==> src/rtl/vdp_vram_sprite_server.sv <==
// VRAM read server for the VDP sprite engine: arbitrates SAT byte-pair fetches,
// 4-byte pattern-row fetches and CPU writes onto a dual-port VRAM and registers
// the returned bytes onto the shared sprite data bus.
module vdp_vram_sprite_server #(
    parameter int unsigned ADDR_W = 14,
    parameter int unsigned DATA_W = 8
) (
    input  logic                   clk,
    input  logic                   rst_L,
    input  logic                   satGo,
    input  logic [1:0][ADDR_W-1:0] satAddr,
    input  logic                   patGo,
    input  logic [7:0]             sprPat,
    input  logic [2:0]             patRow,
    input  logic                   sprPatBase,
    input  logic                   cpuWrReq,
    input  logic [ADDR_W-1:0]      cpuAddr,
    input  logic [DATA_W-1:0]      cpuData,
    output logic                   cpuWrAck,
    output logic [ADDR_W-1:0]      memAddrA,
    output logic [ADDR_W-1:0]      memAddrB,
    output logic                   memWeA,
    output logic [DATA_W-1:0]      memWdataA,
    input  logic [DATA_W-1:0]      memRdataA,
    input  logic [DATA_W-1:0]      memRdataB,
    output logic [5:0][DATA_W-1:0] sprData,
    output logic                   satValid,
    output logic                   patValid,
    output logic                   collision
);

    typedef enum logic [0:0] {IDLE, PAT_B1} state_t;

    state_t                   state_q, state_d;
    logic                     sat_pend_q, sat_pend_d;
    logic [1:0][ADDR_W-1:0]   sat_pend_addr_q, sat_pend_addr_d;
    logic                     pat_pend_q, pat_pend_d;
    logic [ADDR_W-1:0]        pat_pend_addr_q, pat_pend_addr_d;
    logic [ADDR_W-1:0]        pat_addr_q, pat_addr_d;
    logic                     sat_rd_q, sat_rd_d;
    logic                     pat_b0_q, pat_b0_d;
    logic                     pat_b1_q, pat_b1_d;
    logic                     collision_d;
    logic                     sat_go_taken, pat_go_taken;
    logic [ADDR_W-1:0]        pat_go_addr;

    // Pattern rows are 4-byte aligned, so the byte offset lives in the low two bits.
    function automatic logic [ADDR_W-1:0] row_byte(input logic [ADDR_W-1:0] base,
                                                   input logic [1:0] off);
        return {base[ADDR_W-1:2], off};
    endfunction

    assign pat_go_addr = ADDR_W'({sprPatBase, sprPat, patRow, 2'b00});

    // Per-cycle port arbitration, FSM next state and deferral of go pulses that lose.
    always_comb begin
        state_d         = state_q;
        sat_pend_d      = sat_pend_q;
        sat_pend_addr_d = sat_pend_addr_q;
        pat_pend_d      = pat_pend_q;
        pat_pend_addr_d = pat_pend_addr_q;
        pat_addr_d      = pat_addr_q;
        collision_d     = collision_q_int();
        sat_rd_d        = 1'b0;
        pat_b0_d        = 1'b0;
        pat_b1_d        = 1'b0;
        sat_go_taken    = 1'b0;
        pat_go_taken    = 1'b0;
        memAddrA        = '0;
        memAddrB        = '0;
        memWeA          = 1'b0;
        memWdataA       = '0;
        cpuWrAck        = 1'b0;

        if (state_q == PAT_B1) begin
            memAddrA = row_byte(pat_addr_q, 2'd2);
            memAddrB = row_byte(pat_addr_q, 2'd3);
            pat_b1_d = 1'b1;
            state_d  = IDLE;
        end else if (sat_pend_q) begin
            memAddrA   = sat_pend_addr_q[0];
            memAddrB   = sat_pend_addr_q[1];
            sat_rd_d   = 1'b1;
            sat_pend_d = 1'b0;
        end else if (satGo) begin
            memAddrA     = satAddr[0];
            memAddrB     = satAddr[1];
            sat_rd_d     = 1'b1;
            sat_go_taken = 1'b1;
        end else if (pat_pend_q) begin
            memAddrA   = pat_pend_addr_q;
            memAddrB   = row_byte(pat_pend_addr_q, 2'd1);
            pat_addr_d = pat_pend_addr_q;
            pat_b0_d   = 1'b1;
            pat_pend_d = 1'b0;
            state_d    = PAT_B1;
        end else if (patGo) begin
            memAddrA     = pat_go_addr;
            memAddrB     = row_byte(pat_go_addr, 2'd1);
            pat_addr_d   = pat_go_addr;
            pat_b0_d     = 1'b1;
            pat_go_taken = 1'b1;
            state_d      = PAT_B1;
        end else if (cpuWrReq) begin
            memAddrA  = cpuAddr;
            memWeA    = 1'b1;
            memWdataA = cpuData;
            cpuWrAck  = 1'b1;
        end

        // A go that did not win the ports is parked; a newer one overwrites it.
        if (satGo && !sat_go_taken) begin
            sat_pend_d      = 1'b1;
            sat_pend_addr_d = satAddr;
            collision_d     = 1'b1;
        end
        if (patGo && !pat_go_taken) begin
            pat_pend_d      = 1'b1;
            pat_pend_addr_d = pat_go_addr;
            collision_d     = 1'b1;
        end
    end

    function automatic logic collision_q_int();
        return collision;
    endfunction

    // State, pending requests and read-beat tracking registers.
    always_ff @(posedge clk or negedge rst_L) begin
        if (!rst_L) begin
            state_q         <= IDLE;
            sat_pend_q      <= 1'b0;
            sat_pend_addr_q <= '0;
            pat_pend_q      <= 1'b0;
            pat_pend_addr_q <= '0;
            pat_addr_q      <= '0;
            sat_rd_q        <= 1'b0;
            pat_b0_q        <= 1'b0;
            pat_b1_q        <= 1'b0;
            collision       <= 1'b0;
        end else begin
            state_q         <= state_d;
            sat_pend_q      <= sat_pend_d;
            sat_pend_addr_q <= sat_pend_addr_d;
            pat_pend_q      <= pat_pend_d;
            pat_pend_addr_q <= pat_pend_addr_d;
            pat_addr_q      <= pat_addr_d;
            sat_rd_q        <= sat_rd_d;
            pat_b0_q        <= pat_b0_d;
            pat_b1_q        <= pat_b1_d;
            collision       <= collision_d;
        end
    end

    // Capture returned RAM bytes one cycle after issue; lanes hold until overwritten.
    always_ff @(posedge clk or negedge rst_L) begin
        if (!rst_L) begin
            sprData  <= '0;
            satValid <= 1'b0;
            patValid <= 1'b0;
        end else begin
            if (sat_rd_q) begin
                sprData[4] <= memRdataA;
                sprData[5] <= memRdataB;
            end
            if (pat_b0_q) begin
                sprData[0] <= memRdataA;
                sprData[1] <= memRdataB;
            end
            if (pat_b1_q) begin
                sprData[2] <= memRdataA;
                sprData[3] <= memRdataB;
            end
            satValid <= sat_rd_q;
            patValid <= pat_b1_q;
        end
    end

endmodule

==> config.mk <==
export PLATFORM = sky130hd
export DESIGN_NAME = vdp_vram_sprite_server
export DESIGN_NICKNAME = d
export VERILOG_FILES = /design/src/rtl/vdp_vram_sprite_server.sv
export SDC_FILE = /design/constraint.sdc
export NUM_CORES = 1
export LEC_CHECK = 0
export CORE_AREA = 2 2 128 93
export DETAILED_ROUTE_END_ITERATION = 7
export DIE_AREA = 0 0 130 95
export GPL_TIMING_DRIVEN = 1
export PLACE_DENSITY = 0.8
export SYNTH_ARGS = -nofsm -noshare
export SYNTH_HDL_FRONTEND = slang
export SYNTH_SLANG_ARGS = --single-unit
==> constraint.sdc <==
create_clock -name clk -period 1.9 [get_ports clk]
set_input_delay 0.285 -clock clk [delete_from_list [all_inputs] [get_ports clk]]
set_output_delay 0.285 -clock clk [all_outputs]
set_load 0.01 [all_outputs]
# Yosys cells after proc, flatten, opt, wreduce, memory -nomap -nowiden
# Cells that the tools add are included.
[op_classes]
eq_ne = 4
n_mux = 48
bitwise_logic = 3
n_reduce_logical = 8
[op_table]
columns = ["operator", "count"]
rows = [
  ["2-to-1 mux 14 bit", 13],
  ["2-to-1 mux 8 bit", 6],
  ["2-to-1 mux 1 bit", 29],
  ["!= test 2 x 1 -> 1 bit, second input constant", 4],
  ["AND reduction 4 bit", 1],
  ["nonzero test 2 bit", 2],
  ["NOT 1 bit", 3],
  ["AND reduction 3 bit", 1],
  ["logical AND 1 bit", 2],
  ["zero test 1 bit", 2],
]
[totals]
ff_bits = 110

# Depth between registers and ports, before layout
[logic_depth]
ltp_word = 9
mapped_depth = 6
ltp_nobuf = 3

# Least setup slack after synthesis
# No wires, ideal clock.
[synth_timing]
path_kind = "register -> output"
startpoint = "register sat_pend_q"
endpoint = "output port memWdataA[0]"
arrival_ns = 1.384
t_required_ns = 1.615
slack_ns = 0.231
path_stages_with_launch = 5
path_buffers = 1
path_cell_list = "dfrtp_1 > nor4b_4 > and3_1 > buf_2 > and2_1"
[synth_between]
elab_chain_cells = 2
[synth_lines]
columns = ["element", "line_no", "rtl"]
rows = [
  ["start: declaration", "35", "logic sat_pend_q, sat_pend_d;"],
  ["start signal: assignment", "143", "sat_pend_q <= sat_pend_d;"],
  ["2-to-1 mux 8 bit", "80", "end else if (sat_pend_q) begin"],
  ["2-to-1 mux 8 bit", "75", "if (state_q == PAT_B1) begin"],
  ["end: declaration", "23", "output logic [DATA_W-1:0] memWdataA,"],
]
# No other way between the ends.

# Worst setup path after layout
[layout_timing]
startpoint = "register sat_pend_q"
endpoint = "output port memAddrA[11]"
[layout_between]
elab_chain_cells = 2
[layout_lines]
columns = ["element", "line_no", "rtl"]
rows = [
  ["2-to-1 mux 14 bit", "80", ""],
  ["2-to-1 mux 14 bit", "75", ""],
  ["end: declaration", "20", "output logic [ADDR_W-1:0] memAddrA,"],
]
# No other way between the ends.

==> flow_summary.yaml <==
sta:
  worstMarginPinSlew_ps: 683
  fmax_mhz: 456
  slew_headroom_pct: 54.3
  setup_violations: 38
  tns_ps: -7140
  fin_skew_ps: 6.14
  final_hold_viol_count: 0
  min_period_ps: 2200
  fin_crit_sh_pct: 116
  hold_ws_ps: 452
  rsz0062_at_grt: "true"
  fin_ws_ps: -295
  slew_viol_final: 0
critical_path:
  slowest_delay_ps: 460
  cp.required_ps: 1620
  cp.arrival_ps: 1910
  slowest_stage: "dfrtp_2"
  r2r_cells: 5
  critical_path.endpoint_type: "output port"
  timing.rr.end: "pat_pend_addr_q[6]"
  cp_max_fo: 7
  criticalPathCategory: "reg -> out"
  r2r_start: "sat_pend_q"
  r2r_setup_slack_ps: 130
  crit_top_cell: "buf_6"
  crit_chain: "buf_6, nor4b_4, buf_6, a221oi_4, a31oi_1, buf_2"
  cp-start-kind: "flop"
die:
  io_pins: 172
  die_y_um: 95
  die_area_sq_mm: 0.0124
  start_util_pct: 44.2
  rows: 33
  die_x_um: 130
  fp.coreArea_sq_mm: 0.0113
logic_synthesis:
  synthCells: 394
  yosysTopAreaCellShare_pct: 54.2
  yosysWarnings: 0
  syn_area_sq_mm: 0.00498
  synth.largest_area_cell: "dfrtp_1"
  synth_seq_cells: 108
  syn_nets: 477
  synth_area_leaders: "dfrtp_1, mux2_1, mux2_2"
  avgSynthCellArea_sq_um: 12.6
  synth_cell_type_count: 39
  yosysSeqAreaShare_pct: 54.2
grt:
  antenna_found_initial: 1
  grt_pass1_vias: 4413
  met1_usage_pct: 30.4
  overflow: 0
  grt-busiest-layer: "met2"
  grt_max_degree: 40
  grtUsageMet2_pct: 43.4
  grt_pass1_wl_um: 23000
  grt.total_usage_pct: 24.4
  met3_usage_pct: 5.10
clocking:
  insertion_delay_ps: 350
  cts_tree: "built"
  clock_sink_count: 108
  cts_root_buffer: "clkbuf_16"
  cts_buffers: 9
  path_clk_slew_ps: 70
  htreeDepth: 3
  clockBufferDepth: 2
finish:
  fin_area_sq_mm: 0.00816
  syn2layout_area_growth_pct: 63.8
  layout-drive-gt1-share_pct: 38.6
  mostFrequentLayoutCell: "clkdlybuf4s50_1"
  nFillCells: 755
  seq_area_sq_mm: 0.00271
  fin_nets: 705
  stdcell_count: 785
  multiInputGateArea_sq_mm: 0.00257
  final_cell_mix: "clkdlybuf4s50_1, dfrtp_1, mux2_1, buf_4, buf_6"
pwr:
  internal-power_mw: 7.48
  power.share.clock_pct: 16.8
  power_frac_seq_pct: 34.3
  p_switching_mw: 4.09
  pwr-share-comb_pct: 48.9
  powerDensity_mw_per_mm2: 1420
  peakVddDrop_mv: 0.746
  power.leakage_nw: 3.38
  netSwitchingFraction_pct: 35.4
place:
  portBuffers: 171
  preCtsSetupSlack_ps: -725
  placed_area_sq_mm: 0.00713
  hpwlAfterDp_um: 10400
  globalplace.congestion: 0.882
  placedCellCount: 734
routing:
  vias_per_cell: 5.52
  drt_wl_total_um: 15600
  dr.pass1.iters: 4
  drt_iter0_markers: 296
  remaining_drc_errors: 0
  routed-via-count: 4333
  route.detailed.wl_per_inst_um: 19.8
  ant_nets: 0
status:
  violations: "setup timing"
  status: "complete, but fails checks"
flow_run:
  cap_violations: 0
hold_path:
  min_path_type: "in -> async"
[final cells by class]
| type | instances | area share, % |
|---|---|---|
| sequential | 108 | 33.1 |
| clock inverter | 6 | 0.874 |
| multi-input combinational | 254 | 31.5 |
| antenna | 1 | 0.0307 |
| timing repair buffer | 247 | 29.0 |
| inverter | 2 | 0.123 |
| tap | 157 | 2.41 |
| clock buffer | 10 | 2.93 |
[repair_timing]
item,in CTS,in global routing
gates resized for setup,219,60
endpoints found under the setup margin,38,38
hold buffers,1,0
endpoints found under the hold margin,33,0
pin swaps,18,22
buffers inserted,17,16
gates cloned,1,0
[sequential cells by signal (all words and copies together), names as in the netlist]
register and cells:
pat_pend_addr_q 12, collision 1, patValid 1, pat_addr_q 12, pat_pend_q 1, pat_b0_q 1
pat_b1_q 1, sat_pend_q 1, satValid 1, sat_pend_addr_q 28, sprData 48, sat_rd_q 1
[routing by layer]
metal  vias up  routed length, um
met5         -                  0
met4         0                206
met3        20               1040
met2       178               8180
met1      2204               6140
li1       1931                  -
[power groups by stage]
stage          Clock (mW)  Combinational (mW)  Sequential [mW]
6_report             1.94                5.67             3.97
5_1_grt              2.06                6.05             4.08
4_1_cts              1.97                5.25             3.93
3_5_place_dp            0                5.10             3.93
3_3_place_gp            0                4.98             3.86
2_1_floorplan           0                2.21             4.04
[cells in the mapped netlist, drive strengths merged]
library cell / number
buf: 22
a21oi: 13
or2: 1
mux2i: 1
inv: 2
clkbuf: 9
nand3b: 3
o21ai: 22
a41oi: 1
a31oi: 4
nand3: 13
o22ai: 8
nor2: 16
nand2: 13
maj3: 1
or3: 1
nor3b: 1
nand2b: 4
nor4b: 3
mux2: 95
o221ai: 7
a22oi: 10
or4b: 1
nor2b: 1
and2: 9
o211ai: 1
nor3: 1
o41ai: 1
and3: 1
a221oi: 20
a221o: 1
dfrtp: 108
[worst max-delay path by stage]
stage               slack, ps        from            to  cells after the start
global placement         -690       satGo  memAddrA[12]                      7
finish                   -300  sat_pend_q  memAddrA[11]                      6
CTS                      -270  sat_pend_q   memAddrA[5]                      7
global route             -370  sat_pend_q  memAddrA[11]                      6
floorplan                 230  sat_pend_q  memWdataA[0]                      4
detailed placement       -730       satGo  memWdataA[0]                      6
[cell families after synthesis]
group / Yosys count / synth area share, %
buf+inv: 33 / 3.46
flops: 108 / 54.2
fa+ha+maj: 1 / 0.201
simple gates: 68 / 7.83
mux: 96 / 21.7
compound gates: 88 / 12.6
[critical path: cells and delay by family (launching register included)]
kind,cells,cell delay (ps)
buffers and inverters,3,520
flip-flops,1,460
AO/OA/AOI/OAI,2,310
AND/OR/NAND/NOR,1,270
[per-stage QoR]
step | power [mW] | util [%]
global route | 12.2 | 72.4
CTS | 11.2 | 68.9
detailed placement | 9.03 | 63.2
floorplan | 6.25 | -
finish | 11.6 | 72.4
global placement | 8.84 | 63.2
Power figures use the tool's default switching activity.
